==> config.mk <==
export PLATFORM = sky130hd
export DESIGN_NAME = pipe_ctrl_flat
export DESIGN_NICKNAME = d
export VERILOG_FILES = /design/src/rtl/pipe_ctrl_pkg.sv /design/src/rtl/pipe_ctrl_if.sv /design/src/rtl/pipe_ctrl_sat_cnt.sv /design/src/rtl/pipe_ctrl.sv /design/src/flat_wrapper.sv
export SDC_FILE = /design/constraint.sdc
export NUM_CORES = 1
export LEC_CHECK = 0
export CAP_MARGIN = 20
export CORE_MARGIN = 10
export CORE_UTILIZATION = 46
export CTS_CLUSTER_DIAMETER = 30
export DETAILED_ROUTE_END_ITERATION = 8
export GPL_TIMING_DRIVEN = 0
export HOLD_SLACK_MARGIN = 0.05
export PLACE_DENSITY = 0.89
export RECOVER_POWER = 50
export SYNTH_ARGS = -nofsm -noshare
export SYNTH_HDL_FRONTEND = slang
export SYNTH_HIERARCHICAL = 1
export SYNTH_SLANG_ARGS = --single-unit
==> constraint.sdc <==
create_clock -name clk -period 7.5 [get_ports clk]
set_input_delay 2.25 -clock clk [delete_from_list [all_inputs] [get_ports clk]]
set_output_delay 2.25 -clock clk [all_outputs]
set_load 0.05 [all_outputs]
==> src/rtl/pipe_ctrl_pkg.sv <==
// Shared definitions for the pipeline hold/flush scheduler: FSM encoding,
// stall/flush bit positions and a small decode helper.
package pipe_ctrl_pkg;

    typedef enum logic [1:0] {
        ST_RUN   = 2'd0,
        ST_STALL = 2'd1,
        ST_IRQ   = 2'd2
    } state_t;

    // stall vector positions {id_ex, if_id, pc}
    localparam int STL_PC    = 0;
    localparam int STL_IF_ID = 1;
    localparam int STL_ID_EX = 2;

    // flush vector has no PC bit, so pipe registers sit one position lower
    localparam int FL_IF_ID = STL_IF_ID - 1;
    localparam int FL_ID_EX = STL_ID_EX - 1;

    localparam logic [2:0] STALL_ALL = 3'b111;
    localparam logic [1:0] FLUSH_ALL = 2'b11;

    // true when every pipe register is frozen this cycle
    function automatic logic is_full_stall(input logic [2:0] stall);
        return stall == STALL_ALL;
    endfunction

endpackage

==> src/rtl/pipe_ctrl_if.sv <==
// Request/decision bundle between the pipeline datapath (master) and the
// hold/flush scheduler (slave). Suffixes are from the scheduler's viewpoint.
interface pipe_ctrl_if #(
    parameter int ADDR_W = 32,
    parameter int CNT_W  = 32
);
    logic              jump_req_i;
    logic [ADDR_W-1:0] jump_addr_i;
    logic              ex_stall_i;
    logic              bus_stall_i;
    logic              irq_req_i;
    logic [ADDR_W-1:0] irq_addr_i;

    logic [2:0]        stall_o;
    logic [1:0]        flush_o;
    logic              pc_wr_o;
    logic [ADDR_W-1:0] pc_next_o;
    logic              irq_ack_o;
    logic              bus_timeout_o;
    logic [CNT_W-1:0]  stall_cnt_o;

    modport master (
        output jump_req_i, jump_addr_i, ex_stall_i, bus_stall_i, irq_req_i, irq_addr_i,
        input  stall_o, flush_o, pc_wr_o, pc_next_o, irq_ack_o, bus_timeout_o, stall_cnt_o
    );

    modport slave (
        input  jump_req_i, jump_addr_i, ex_stall_i, bus_stall_i, irq_req_i, irq_addr_i,
        output stall_o, flush_o, pc_wr_o, pc_next_o, irq_ack_o, bus_timeout_o, stall_cnt_o
    );
endinterface

==> src/rtl/pipe_ctrl_sat_cnt.sv <==
// Up-counter that stops at MAX instead of wrapping; clr has priority over inc.
module pipe_ctrl_sat_cnt #(
    parameter int           W   = 8,
    parameter logic [W-1:0] MAX = '1
) (
    input  logic         clk,
    input  logic         rst,
    input  logic         inc,
    input  logic         clr,
    output logic [W-1:0] q,
    output logic         at_max
);

    assign at_max = (q == MAX);

    // count up on inc, hold at MAX, synchronous active-low reset
    always_ff @(posedge clk) begin
        if (!rst) begin
            q <= '0;
        end else if (clr) begin
            q <= '0;
        end else if (inc && !at_max) begin
            q <= q + W'(1);
        end
    end

endmodule

==> src/rtl/pipe_ctrl.sv <==
// Hold/flush scheduler for the PC -> IF/ID -> ID/EX pipeline.
// Decision outputs are combinational so a redirect lands on the same edge
// as its request; bus-stall timeout and stall statistics are registered.
//
//  state | meaning
//  RUN   | normal flow, interrupts may be accepted
//  STALL | pipeline frozen by EX or bus; interrupts wait until back in RUN
//  IRQ   | interrupt taken, waiting for the request level to drop
module pipe_ctrl
    import pipe_ctrl_pkg::*;
#(
    parameter int ADDR_W      = 32,
    parameter int TIMEOUT_CYC = 255,
    parameter int CNT_W       = 32
) (
    input  logic        clk,
    input  logic        rst,
    pipe_ctrl_if.slave  ctl
);

    localparam int          TO_W   = 16;
    localparam logic [TO_W-1:0] TO_MAX = TO_W'(TIMEOUT_CYC);

    state_t            state;
    logic              stall_any;
    logic              irq_accept;
    logic [2:0]        stall_d;
    logic [1:0]        flush_d;
    logic              pc_wr_d;
    logic [ADDR_W-1:0] pc_next_d;
    logic              irq_ack_d;

    logic [TO_W-1:0]   to_cnt;
    logic              to_at_max;
    logic              timeout_hit;
    logic              bus_timeout;
    logic [CNT_W-1:0]  stall_cnt;
    logic              stall_at_max;

    assign stall_any  = ctl.ex_stall_i | ctl.bus_stall_i;
    assign irq_accept = (state == ST_RUN) && ctl.irq_req_i && !ctl.jump_req_i && !stall_any;

    // priority mux: reset flush, then jump, then stall, then interrupt entry
    always_comb begin
        stall_d   = '0;
        flush_d   = '0;
        pc_wr_d   = 1'b0;
        pc_next_d = '0;
        irq_ack_d = 1'b0;
        if (!rst) begin
            flush_d = FLUSH_ALL;
        end else if (ctl.jump_req_i) begin
            pc_wr_d   = 1'b1;
            pc_next_d = ctl.jump_addr_i;
            flush_d   = FLUSH_ALL;
        end else if (stall_any) begin
            stall_d[STL_PC]    = 1'b1;
            stall_d[STL_IF_ID] = 1'b1;
            stall_d[STL_ID_EX] = 1'b1;
        end else if (irq_accept) begin
            irq_ack_d          = 1'b1;
            pc_wr_d            = 1'b1;
            pc_next_d          = ctl.irq_addr_i;
            flush_d[FL_IF_ID]  = 1'b1;
            flush_d[FL_ID_EX]  = 1'b1;
        end
    end

    assign ctl.stall_o   = stall_d;
    assign ctl.flush_o   = flush_d;
    assign ctl.pc_wr_o   = pc_wr_d;
    assign ctl.pc_next_o = pc_next_d;
    assign ctl.irq_ack_o = irq_ack_d;

    // scheduler FSM; IRQ keeps honouring stall/jump without leaving
    always_ff @(posedge clk) begin
        if (!rst) begin
            state <= ST_RUN;
        end else begin
            case (state)
                ST_RUN: begin
                    if (!ctl.jump_req_i && stall_any) begin
                        state <= ST_STALL;
                    end else if (irq_accept) begin
                        state <= ST_IRQ;
                    end
                end
                ST_STALL: begin
                    if (ctl.jump_req_i || !stall_any) begin
                        state <= ST_RUN;
                    end
                end
                ST_IRQ: begin
                    if (!ctl.irq_req_i) begin
                        state <= ST_RUN;
                    end
                end
                default: state <= ST_RUN;
            endcase
        end
    end

    pipe_ctrl_sat_cnt #(
        .W   (TO_W),
        .MAX (TO_MAX)
    ) u_timeout_cnt (
        .clk    (clk),
        .rst    (rst),
        .inc    (ctl.bus_stall_i),
        .clr    (!ctl.bus_stall_i),
        .q      (to_cnt),
        .at_max (to_at_max)
    );

    // flag on the edge where the run length reaches TIMEOUT_CYC, not one later
    assign timeout_hit = ctl.bus_stall_i && (to_at_max || (to_cnt == TO_MAX - TO_W'(1)));

    // sticky timeout flag, cleared only by reset
    always_ff @(posedge clk) begin
        if (!rst) begin
            bus_timeout <= 1'b0;
        end else if (timeout_hit) begin
            bus_timeout <= 1'b1;
        end
    end

    pipe_ctrl_sat_cnt #(
        .W   (CNT_W),
        .MAX ('1)
    ) u_stall_cnt (
        .clk    (clk),
        .rst    (rst),
        .inc    (is_full_stall(stall_d) && !stall_at_max),
        .clr    (1'b0),
        .q      (stall_cnt),
        .at_max (stall_at_max)
    );

    assign ctl.bus_timeout_o = bus_timeout;
    assign ctl.stall_cnt_o   = stall_cnt;

endmodule

==> src/flat_wrapper.sv <==
// flat-port wrapper written by rule: the top's interface ports become plain ports
module pipe_ctrl_flat import pipe_ctrl_pkg::*;
#(
    parameter int ADDR_W      = 32,
    parameter int TIMEOUT_CYC = 255,
    parameter int CNT_W       = 32
)
  (clk, rst, ctl_jump_req_i, ctl_jump_addr_i, ctl_ex_stall_i, ctl_bus_stall_i, ctl_irq_req_i, ctl_irq_addr_i, ctl_stall_o, ctl_flush_o, ctl_pc_wr_o, ctl_pc_next_o, ctl_irq_ack_o, ctl_bus_timeout_o, ctl_stall_cnt_o);
  pipe_ctrl_if #(.ADDR_W(ADDR_W), .CNT_W(CNT_W)) ctl_i ();
  input  logic clk;
  input  logic rst;
  input wire logic [$bits(ctl_i.jump_req_i)-1:0] ctl_jump_req_i;
  input wire logic [$bits(ctl_i.jump_addr_i)-1:0] ctl_jump_addr_i;
  input wire logic [$bits(ctl_i.ex_stall_i)-1:0] ctl_ex_stall_i;
  input wire logic [$bits(ctl_i.bus_stall_i)-1:0] ctl_bus_stall_i;
  input wire logic [$bits(ctl_i.irq_req_i)-1:0] ctl_irq_req_i;
  input wire logic [$bits(ctl_i.irq_addr_i)-1:0] ctl_irq_addr_i;
  output wire logic [$bits(ctl_i.stall_o)-1:0] ctl_stall_o;
  output wire logic [$bits(ctl_i.flush_o)-1:0] ctl_flush_o;
  output wire logic [$bits(ctl_i.pc_wr_o)-1:0] ctl_pc_wr_o;
  output wire logic [$bits(ctl_i.pc_next_o)-1:0] ctl_pc_next_o;
  output wire logic [$bits(ctl_i.irq_ack_o)-1:0] ctl_irq_ack_o;
  output wire logic [$bits(ctl_i.bus_timeout_o)-1:0] ctl_bus_timeout_o;
  output wire logic [$bits(ctl_i.stall_cnt_o)-1:0] ctl_stall_cnt_o;
  assign ctl_i.jump_req_i = ctl_jump_req_i;
  assign ctl_i.jump_addr_i = ctl_jump_addr_i;
  assign ctl_i.ex_stall_i = ctl_ex_stall_i;
  assign ctl_i.bus_stall_i = ctl_bus_stall_i;
  assign ctl_i.irq_req_i = ctl_irq_req_i;
  assign ctl_i.irq_addr_i = ctl_irq_addr_i;
  assign ctl_stall_o = ctl_i.stall_o;
  assign ctl_flush_o = ctl_i.flush_o;
  assign ctl_pc_wr_o = ctl_i.pc_wr_o;
  assign ctl_pc_next_o = ctl_i.pc_next_o;
  assign ctl_irq_ack_o = ctl_i.irq_ack_o;
  assign ctl_bus_timeout_o = ctl_i.bus_timeout_o;
  assign ctl_stall_cnt_o = ctl_i.stall_cnt_o;
  pipe_ctrl #(.ADDR_W(ADDR_W), .TIMEOUT_CYC(TIMEOUT_CYC), .CNT_W(CNT_W)) u_core (.clk(clk), .rst(rst), .ctl(ctl_i));
endmodule
==> metrics.md <==
| Metric | Value |
|---|---|
| Tcrit/Tclk final | 94.2% |
| Average cell area after synthesis | 8.22 µm² |
| Iter 0 DRT Violations | between 100 and 150 |
| Clock buffer depth | 2 |
| VDD IR max | 0.0000920 V |
| Max_cap viols | 0 |
| Initial Util | 47.9% |
| Dpl ws | ~0.50 ns |
| Share of the synthesized area in the top cell type | 31.1% |
| Antenna-violating nets left | 0 |
| Worst slew margin | 57.2% |
| Worst Path Arrival | 4.81 ns |
| Clock latency on the worst-skew pair | 0.30 ns |
| Routed wire length | 11700 µm |
| Vias in the first global route | about 3600 |
| Depth of the CTS H-tree | 2 |
| Synthesized flop and latch total | 51 |
| Post-synth top area cell | dfxtp_1 |
| Final Hold Vio Count | 0 |
| Crit path capture type | output pin |
| TritonCTS clock tree | yes |
| Die area | 0.0109 mm² |
| Slew Limit Fails | 0 |
| Placeable Area | around 0.0069 mm² |
| Hold_buf cts | 0 |
| Layout filler cell count | approximately 560 |
| DR vias/cell | 5.83 |
| Wire per inst | 18.2 µm |
| Worst-path fanout max | 10 |
| Final setup skew | 0.00689 ns |
| Cell Area, Placed | roughly 0.0048 mm² |
| TritonCTS buffer count | 5 |
| Post-route cell area | 0.00489 mm² |
| First-pass GRT wire length | between 15000 and 20000 µm |
| Asr flop ratio synth | 0% |
| Min Tclk post-route | ~7 ns |
| Seq/Total Area, Yosys | 31.1% |
| Largest net degree at the start of global routing | 16 |
| Total number of vias | 3760 |
| Worst setup margin | around 0.44 ns |
| Netlist cell types | 58 |
| Root Buffer | clkbuf_8 |
| Worst hold path class | flip-flop to flip-flop |
| Layout cells sized above 1 | 7.47% |
| Outcome | completed |
| Final Non-Filler Cells | approximately 650 |
| Highest Clock Rate | 0.142 GHz |
| EDFF count, synth | 0 |
| Placed insts | 637 |
| Gr ovfl total | 0 |
| Multi-input gate area | about 0.0021 mm² |
| Cell Area, Synth | about 0.0033 mm² |
| Ys flop type | dfxtp_1 |
| Post-CTS sizing | 0 |
| # IOs | 142 |
| Mapped Cells | 400 |
| DRC viols | 0 |
| Area grow syn2layout | 48.6% |
| Row count | 30 |
| Port Buffer Count | 140 |
| FF/Latch Area | 0.00102 mm² |
| Antenna Cells | 0 |
| Antenna violations before repair | 0 |
| Setup-failing EPs final | 0 |
| Die Y-Extent | 105 µm |
| Pwr/cell area | 116 mW/mm² |
| Hpwl dp | 9370 µm |
| Setup bufs post-CTS | 0 |
| Post-route setup TNS | 0 ns |
| Num Clock Sinks | 51 |
| Worst-Margin Slew | 0.626 ns |
| Nets | 620 |
| Leak pwr | 1.72 nW |
| Ys Warns | 6 |
| CP required | 5.25 ns |
| DRT Pass-1 Iters | 5 |
| Total GRT Usage | 20.4% |
| Routability cong. | roughly 0.86 |
| Area contributors post-synth | dfxtp_1 31%, a32oi_1 8.5%, nor2b_1 6.9%, xnor2_1 3.7%, a21oi_1 3.7% |
| Die X-Extent | 105 µm |
| Worst setup SP type | input pin |
| Setup CP Type | input pin to output pin |
| Unrepaired setup endpoints after global routing | no |
| Clock transition at the registers of the reported paths | around 0.08 ns |
cell usage after synthesis (2+ instances only):
| cell | count |
|---|---|
| nand3_1 | 17 |
| and4_1 | 8 |
| nand2_1 | 32 |
| nor4_1 | 7 |
| a211oi_1 | 3 |
| nand4_4 | 2 |
| a32oi_1 | 32 |
| and3_1 | 5 |
| buf_6 | 3 |
| a31o_2 | 2 |
| xnor2_1 | 14 |
| and2_1 | 2 |
| buf_2 | 10 |
| clkbuf_1 | 9 |
| a21oi_1 | 24 |
| o2111ai_1 | 2 |
| nor4_2 | 3 |
| buf_4 | 5 |
| nor3_1 | 5 |
| o41ai_1 | 3 |
| a2111oi_2 | 2 |
| or3_1 | 15 |
| o21ai_0 | 14 |
| or4_1 | 4 |
| ha_1 | 2 |
| nand2b_1 | 3 |
| a31oi_1 | 2 |
| nor2_1 | 30 |
| and4_2 | 2 |
| inv_1 | 6 |
| dfxtp_1 | 51 |
| nor2b_1 | 36 |
| o21ai_1 | 6 |
| nor3_4 | 2 |
| nand4_1 | 10 |
| xor2_1 | 4 |
| o211ai_1 | 2 |
worst max-delay path, cell delays in order:
cell and delay (ns):
dlygate4sd3_1 0.63, clkbuf_1 0.35, nor2b_1 0.21, o21ai_0 0.26
inv_1 0.18, buf_4 0.12, clkdlybuf4s50_1 0.81
metrics by stage:
step | utilization (%) | power [mW] | hold WS, ns
floorplan | - | 0.350 | 0.445
finish | 71.1 | 0.565 | 0.493
detailed placement | 70.1 | 0.418 | 0.476
global route | 71.1 | 0.591 | 0.530
CTS | 71.3 | 0.573 | 0.497
global placement | 70.1 | 0.415 | 0.461
cells by family after synthesis:
kind of cell | share of synthesized area, %
AO/OA/AOI/OAI | 22.2
XOR/XNOR | 4.80
adder cells (fa/ha/maj) | 0.761
buffers and inverters | 5.52
flip-flops | 31.1
multiplexers | 0.305
other | 0.114
AND/OR/NAND/NOR | 35.2
worst paths after layout:
kind	from	endpoint	slack, ns	cells past startpoint
setup reg to reg	u_core/u_stall_cnt/q[0]	u_core/u_stall_cnt/q[23]	4.72	9
hold / removal	u_core/state[1]	u_core/state[0]	0.49	1
setup / recovery	rst	ctl_stall_o[2]	0.44	7
hold reg to reg	u_core/state[1]	u_core/state[0]	0.49	1
power breakdown:
group / internal, mW / switching [mW] / total, mW
Sequential: 0.272 / 0.00113 / 0.273
Combinational: 0.0628 / 0.0758 / 0.139
Clock: 0.0654 / 0.0888 / 0.154
Total: 0.400 / 0.166 / 0.565
layer usage:
metal / track usage (%) / part of all wire (%) / vias to the layer above
met3: 6.45 / 8.4 / 16
met4: 4.77 / 1.6 / 0
met1: 22.8 / 39 / 1756
li1: - / - / 1813
met5: 0 / 0 / -
met2: 36.7 / 51 / 175
cells in the final DEF (no fill, tap or decap), types with 3 or more instances in the layout:
cell | Yosys | layout
and4_1 | 8 | 8
nand3_1 | 17 | 17
nand2b_1 | 3 | 3
nor2b_1 | 36 | 36
a211oi_1 | 3 | 3
clkbuf_8 | 0 | 5
buf_6 | 3 | 3
nor3_1 | 5 | 5
xor2_1 | 4 | 4
o41ai_1 | 3 | 3
o21ai_0 | 14 | 14
inv_1 | 6 | 6
nor4_2 | 3 | 3
nand4_1 | 10 | 10
a32oi_1 | 32 | 32
nor2_1 | 30 | 30
nand2_1 | 32 | 32
a21oi_1 | 24 | 24
buf_4 | 5 | 5
or3_1 | 15 | 15
dfxtp_1 | 51 | 51
or4_1 | 4 | 4
dlygate4sd3_1 | 0 | 35
nor4_1 | 7 | 7
clkdlybuf4s50_1 | 0 | 105
and3_1 | 5 | 6
o21ai_1 | 6 | 6
xnor2_1 | 14 | 14
buf_2 | 10 | 8
clkbuf_1 | 9 | 12
layout make-up:
class / instances / share of cell area [%]
flip-flops and latches: 51 / 20.9
multi-input cells: 316 / 42.6
clock buffers: 6 / 1.49
inverters: 6 / 0.461
clock inverters: 2 / 0.256
repair buffers: 140 / 28.7
plain buffers: 28 / 3.20
well taps: 96 / 2.46
state kept, by name, indices dropped and copies added (netlist names):
register and flops:
u_core/state 2, u_core/ctl.bus_timeout_o 1, u_core/u_timeout_cnt/q 16, u_core/u_stall_cnt/q 32
Power figures use the tool's default switching activity.
